===== config.mk =====
export PLATFORM = sky130hd
export DESIGN_NAME = add_bus_ctrl
export DESIGN_NICKNAME = d
export VERILOG_FILES = /design/src/rtl/add_pkg.sv /design/src/rtl/add_settle_cnt.sv /design/src/rtl/add_bus_ctrl.sv
export SDC_FILE = /design/constraint.sdc
export NUM_CORES = 1
export LEC_CHECK = 0
export CAP_MARGIN = 20
export CELL_PAD_IN_SITES_DETAIL_PLACEMENT = 1
export CELL_PAD_IN_SITES_GLOBAL_PLACEMENT = 2
export CORE_MARGIN = 8
export CORE_UTILIZATION = 19
export DETAILED_ROUTE_END_ITERATION = 6
export PLACE_DENSITY = 0.79
export SYNTH_ARGS = -nofsm -noshare
export SYNTH_HDL_FRONTEND = slang
export SYNTH_SLANG_ARGS = --single-unit

===== constraint.sdc =====
create_clock -name clk -period 1.6 [get_ports clk]
set_input_delay 0.32 -clock clk [delete_from_list [all_inputs] [get_ports clk]]
set_output_delay 0.32 -clock clk [all_outputs]
set_load 0.03 [all_outputs]

===== src/rtl/add_pkg.sv =====
// Shared types and defaults for the adder bus controller and its settle counter.
package add_pkg;

    localparam int ADD_WIDTH  = 32;
    localparam int ADD_SETTLE = 2;
    localparam int ADD_CNT_W  = 4;

    typedef enum logic [1:0] {
        IDLE,
        DRIVE,
        CAPTURE,
        RESP
    } add_state_t;

endpackage


===== src/rtl/add_settle_cnt.sv =====
// Loadable down-counter with a zero flag, used to time the adder ripple-settle window.
module add_settle_cnt #(
    parameter int CNT_W = 4
) (
    input  logic             clk,
    input  logic             rst,
    input  logic             load,
    input  logic [CNT_W-1:0] load_val,
    input  logic             dec,
    output logic             zero
);

    logic [CNT_W-1:0] cnt;

    always_ff @(posedge clk) begin
        if (rst) begin
            cnt <= '0;
        end else if (load) begin
            cnt <= load_val;
        end else if (dec && (cnt != '0)) begin
            cnt <= cnt - 1'b1;
        end
    end

    assign zero = (cnt == '0);

endmodule


===== src/rtl/add_bus_ctrl.sv =====
// Initiator-side controller for the 32-bit ripple-carry adder bus.
// Define ADD_BUS_CTRL_CHECK_EN to add the rsp_err result self-check.
module add_bus_ctrl
    import add_pkg::*;
#(
    parameter int WIDTH  = ADD_WIDTH,
    parameter int SETTLE = ADD_SETTLE,
    parameter int CNT_W  = ADD_CNT_W
) (
    input  logic             clk,
    input  logic             rst,
    input  logic             req_valid,
    output logic             req_ready,
    input  logic [WIDTH-1:0] req_a,
    input  logic [WIDTH-1:0] req_b,
    output logic             rsp_valid,
    input  logic             rsp_ready,
    output logic [WIDTH-1:0] rsp_sum,
    output logic             rsp_ovf,
    output logic [WIDTH-1:0] add_a,
    output logic [WIDTH-1:0] add_b,
    output logic             add_en,
    input  logic [WIDTH-1:0] add_z
`ifdef ADD_BUS_CTRL_CHECK_EN
    ,
    output logic             rsp_err
`endif
);

    add_state_t state, state_next;
    logic       cnt_load, cnt_dec, cnt_zero;
    logic       accept, rsp_fire;

    assign accept   = (state == IDLE) && req_valid && req_ready;
    assign rsp_fire = rsp_valid && rsp_ready;

    add_settle_cnt #(.CNT_W(CNT_W)) u_settle (
        .clk     (clk),
        .rst     (rst),
        .load    (cnt_load),
        .load_val(CNT_W'(SETTLE - 1)),
        .dec     (cnt_dec),
        .zero    (cnt_zero)
    );

    always_ff @(posedge clk) begin
        if (rst) state <= IDLE;
        else     state <= state_next;
    end

    always_comb begin
        state_next = state;
        cnt_load   = 1'b0;
        cnt_dec    = 1'b0;
        case (state)
            IDLE: begin
                if (accept) begin
                    state_next = DRIVE;
                    cnt_load   = 1'b1;
                end
            end
            DRIVE: begin
                if (cnt_zero) state_next = CAPTURE;
                else          cnt_dec    = 1'b1;
            end
            CAPTURE: state_next = RESP;
            RESP: begin
                if (rsp_fire) state_next = IDLE;
            end
            default: state_next = IDLE;
        endcase
    end

    // Enable stays up through the capture cycle so add_z is still driven when sampled.
    always_ff @(posedge clk) begin
        if (rst) begin
            req_ready <= 1'b1;
            rsp_valid <= 1'b0;
            rsp_sum   <= '0;
            rsp_ovf   <= 1'b0;
            add_a     <= '0;
            add_b     <= '0;
            add_en    <= 1'b0;
`ifdef ADD_BUS_CTRL_CHECK_EN
            rsp_err   <= 1'b0;
`endif
        end else begin
            case (state)
                IDLE: begin
                    if (accept) begin
                        add_a     <= req_a;
                        add_b     <= req_b;
                        add_en    <= 1'b1;
                        req_ready <= 1'b0;
                    end
                end
                CAPTURE: begin
                    rsp_sum   <= add_z;
                    rsp_ovf   <= (add_a[WIDTH-1] == add_b[WIDTH-1]) &&
                                 (add_z[WIDTH-1] != add_a[WIDTH-1]);
                    add_en    <= 1'b0;
                    rsp_valid <= 1'b1;
`ifdef ADD_BUS_CTRL_CHECK_EN
                    rsp_err   <= (add_z != WIDTH'(add_a + add_b));
`endif
                end
                RESP: begin
                    if (rsp_fire) begin
                        rsp_valid <= 1'b0;
                        req_ready <= 1'b1;
`ifdef ADD_BUS_CTRL_CHECK_EN
                        rsp_err   <= 1'b0;
`endif
                    end
                end
                default: ;
            endcase
        end
    end

endmodule


==> summary.md <==
| Metric | Value |
|---|---|
| Switching share of power | `38.5%` |
| Boundary pin count | `200` |
| Final Worst Setup Slack | `-0.239 ps` |
| Area of the core | `20100 um2` |
| DRC viols | `0` |
| Final Power | `9.45 mW` |
| CTS Hold Bufs | `0` |
| Slew @ Worst Pin | `457 ps` |
| Crit-path max cell delay | `400 ps` |
| Failing checks | `negative setup slack` |
| WS Path Type | `register to register` |
| Ant. Diodes | `0` |
| DR vias/cell | `4.04` |
| Clock Latency Late Sink | `340 ps` |
| Seq pwr share | `35.7%` |
| Clock share of power | `22.4%` |
| WL per Instance | `15.8 um` |
| CP cell instances | `inv_2 > ha_4 > or3b_4 > a221oi_4 > mux2i_1` |
| TritonCTS Buffers | `9` |
| Maximum fanout along the worst path | `3` |
| 1st-iter DRT viols | `136` |
| Fin util | `32.4%` |
| # setup viols final | `1` |
| CTS clock-pin slew for the worst setup and hold paths | `70 ps` |
| Crit share post-route | `100%` |
| Achievable frequency | `0.625 GHz` |
| Pre-antenna DRT Iters | `4` |
| Power Density | `1450 nW/um2` |
| IO Port Bufs | `199` |
| Leakage | `2.76 nW` |
| Footprint of the multi-input gates | `1650 um2` |
| Peak supply drop | `0.506 mV` |
| Synthesized Nets | `551` |
| Clock skew | `6.13 ps` |
| Synth unique cells | `30` |
| Max-cap violations | `0` |
| H-tree lvl count | `3` |
| Placer Congestion | `0.702` |
| Post-synthesis register bit count | `106` |
| Buffers & Inverters on Critical Path | `1` |
| Slew headroom | `69.5%` |
| CP max-delay cell | `or3b_4` |
| Via count | `3694` |
| Number of placement rows | `52` |
| Crit-path leading delay family | `simple AND/OR/NAND/NOR gates` |
| Cell area after synthesis | `3870 um2` |
| Minimum clock period | `1600 ps` |
| Status | `finished with violations` |
| Avg Cell Area, Syn | `8.70 um2` |
| Seq/Total Area, Yosys | `54.8%` |
| All-Layer GR Usage | `11.0%` |
| Final Hold Vio Count | `0` |
| Setup TNS | `-0.239 ps` |
| Post-synth top cells | `nand2_1, dfxtp_1, a21oi_1, nor2_1, mux2i_1` |
| CP Capture Type | `register` |
| Pin count of the biggest net entering global routing | `65` |
| Die X | `159 um` |
| Final net count | `747` |
| Ys async rst share | `0%` |
| Worst min-delay path class | `primary input to register` |
| CP startpoint kind | `register` |
| Warnings from Yosys | `0` |
| Most used DFF post-synth | `dfxtp_1` |
| Combinational power share | `41.9%` |
| FF+latch area | `2120 um2` |
| First-pass GRT wire length | `22.4 mm` |
| CTS root buf | `clkbuf_16` |
| Most frequent cell after synthesis | `nand2_1` |
| Switching power | `3.64 mW` |
| Die Y-Extent | `159 um` |
| Number of synthesized flops with an enable pin | `0` |
| CTS Sinks | `106` |
| Initial core utilization | `19.3%` |
| Area grow syn2layout | `68.0%` |
| Crit path arrival time | `1870 ps` |
| CTS tree | `done` |
| Cell taking the most area after synthesis | `dfxtp_1` |
| Slew Limit Fails | `0` |
| Die ar. | `25200 um2` |
| Final ANT Viol Nets | `0` |
| Final WL | `14.4 mm` |
| Total of fill cells in the finished design | `2324` |
| Total grt overflow | `0` |
| Cells after Synth | `445` |
| Max clock buf depth | `2` |
| Initial antenna violation count | `0` |
| RSZ-0062 raised after global routing | `true` |
| Worst path required time | `1870 ps` |
| Fin Hold WS | `414 ps` |
| Share of cells above drive strength 1 | `7.91%` |
| Vias in the first global route | `3927` |
| Largest cells by area after synthesis | `dfxtp_1, nand2_1, a21oi_1` |
| Int Pwr | `5.82 mW` |
| Post-DP HPWL | `10.6 mm` |
| Area share of the largest cell type after synthesis | `54.8%` |
==> metal layers <==
layer	global-route usage [%]	wire, um
met1	12.4	6220
met2	18.9	7040
met3	4.40	1050
met4	2.81	111
met5	0	0
==> registers in the layout, summed over array words and instances (netlist names) <==
register,count
u_settle.cnt,4
rsp_ovf,1
req_ready,1
add_en,1
add_a,32
add_b,32
rsp_valid,1
state,2
rsp_sum,32
==> cell usage in the layout (no fill, tap or decap), types with 3 or more instances in the layout <==
cell / n
dfxtp_1: 104
buf_4: 12
mux2i_1: 34
clkbuf_16: 11
clkdlybuf4s50_1: 98
ha_1: 3
clkinvlp_4: 3
o21bai_1: 3
a21oi_1: 69
dlygate4sd2_1: 100
inv_2: 3
nand2_1: 132
buf_12: 5
nor2_1: 36
nand2b_1: 3
==> worst reg2reg max path, delay by kind of cell, from the launching register on <==
kind                       cells  cell delay [ps]
adders and majority gates      1              140
DFF                            1              330
AOI/OAI and AO/OA              1              340
muxes                          1              240
and+or+nand+nor                1              400
buffers and inverters          1               80
==> cell families (layout without fill, tap and decap cells) <==
group                    Yosys count  count (layout)  share of synthesized area (%)
AO/OA/AOI/OAI                     81              81                           11.9
adder cells (fa/ha/maj)            6               6                           1.94
multiplexers                      34              34                           8.79
buffers and inverters             36             236                           3.88
flip-flops                       106             106                           54.8
XOR/XNOR                           1               1                          0.226
AND/OR/NAND/NOR                  181             181                           18.5
==> power groups by stage <==
stage / clock [mW] / sequential (mW) / combinational [mW]
2_1_floorplan: 0 / 4.30 / 1.47
3_3_place_gp: 0 / 3.44 / 3.99
3_5_place_dp: 0 / 3.46 / 4.11
4_1_cts: 2.23 / 3.39 / 3.86
5_1_grt: 2.34 / 3.45 / 4.30
6_report: 2.11 / 3.38 / 3.96
==> timing repair <==
action | 4_1_cts | 5_1_grt
endpoints found under the hold margin | 0 | 0
buffers inserted | 1 | 1
gates cloned | 0 | 2
resized for setup | 107 | 7
pin swaps | 1 | 3
setup endpoints to repair | 122 | 59
==> worst paths after layout <==
check | cells after the start | start | end | slack (ps)
max | 5 | u_settle.cnt[0]$_SDFFE_PP0P_ | state[0]$_SDFFE_PP0P_ | -0.2
min | 2 | rst | rsp_valid$_SDFFE_PP0P_ | 410
max reg2reg | 5 | u_settle.cnt[0]$_SDFFE_PP0P_ | state[0]$_SDFFE_PP0P_ | -0.2
min reg2reg | 2 | add_a[2]$_SDFFE_PP0P_ | add_a[2]$_SDFFE_PP0P_ | 450
==> stage by stage <==
step | instances | worst slack, ps | cell area (um2)
floorplan | 445 | 41.1 | 3870
global placement | 896 | -97.9 | 6240
detailed placement | 896 | -140 | 6240
CTS | 912 | 13.9 | 6420
global route | 915 | -75.2 | 6510
finish | 915 | -0.239 | 6510
==> area by class of cell <==
cell class | instances | share of cell area [%]
well taps | 270 | 5.19
flip-flops and latches | 106 | 32.7
repair buffers | 217 | 32.2
clock buffers | 10 | 3.67
inverters | 4 | 0.231
clock inverters | 5 | 0.615
multi-input cells | 303 | 25.4
Power figures use the tool's default switching activity.
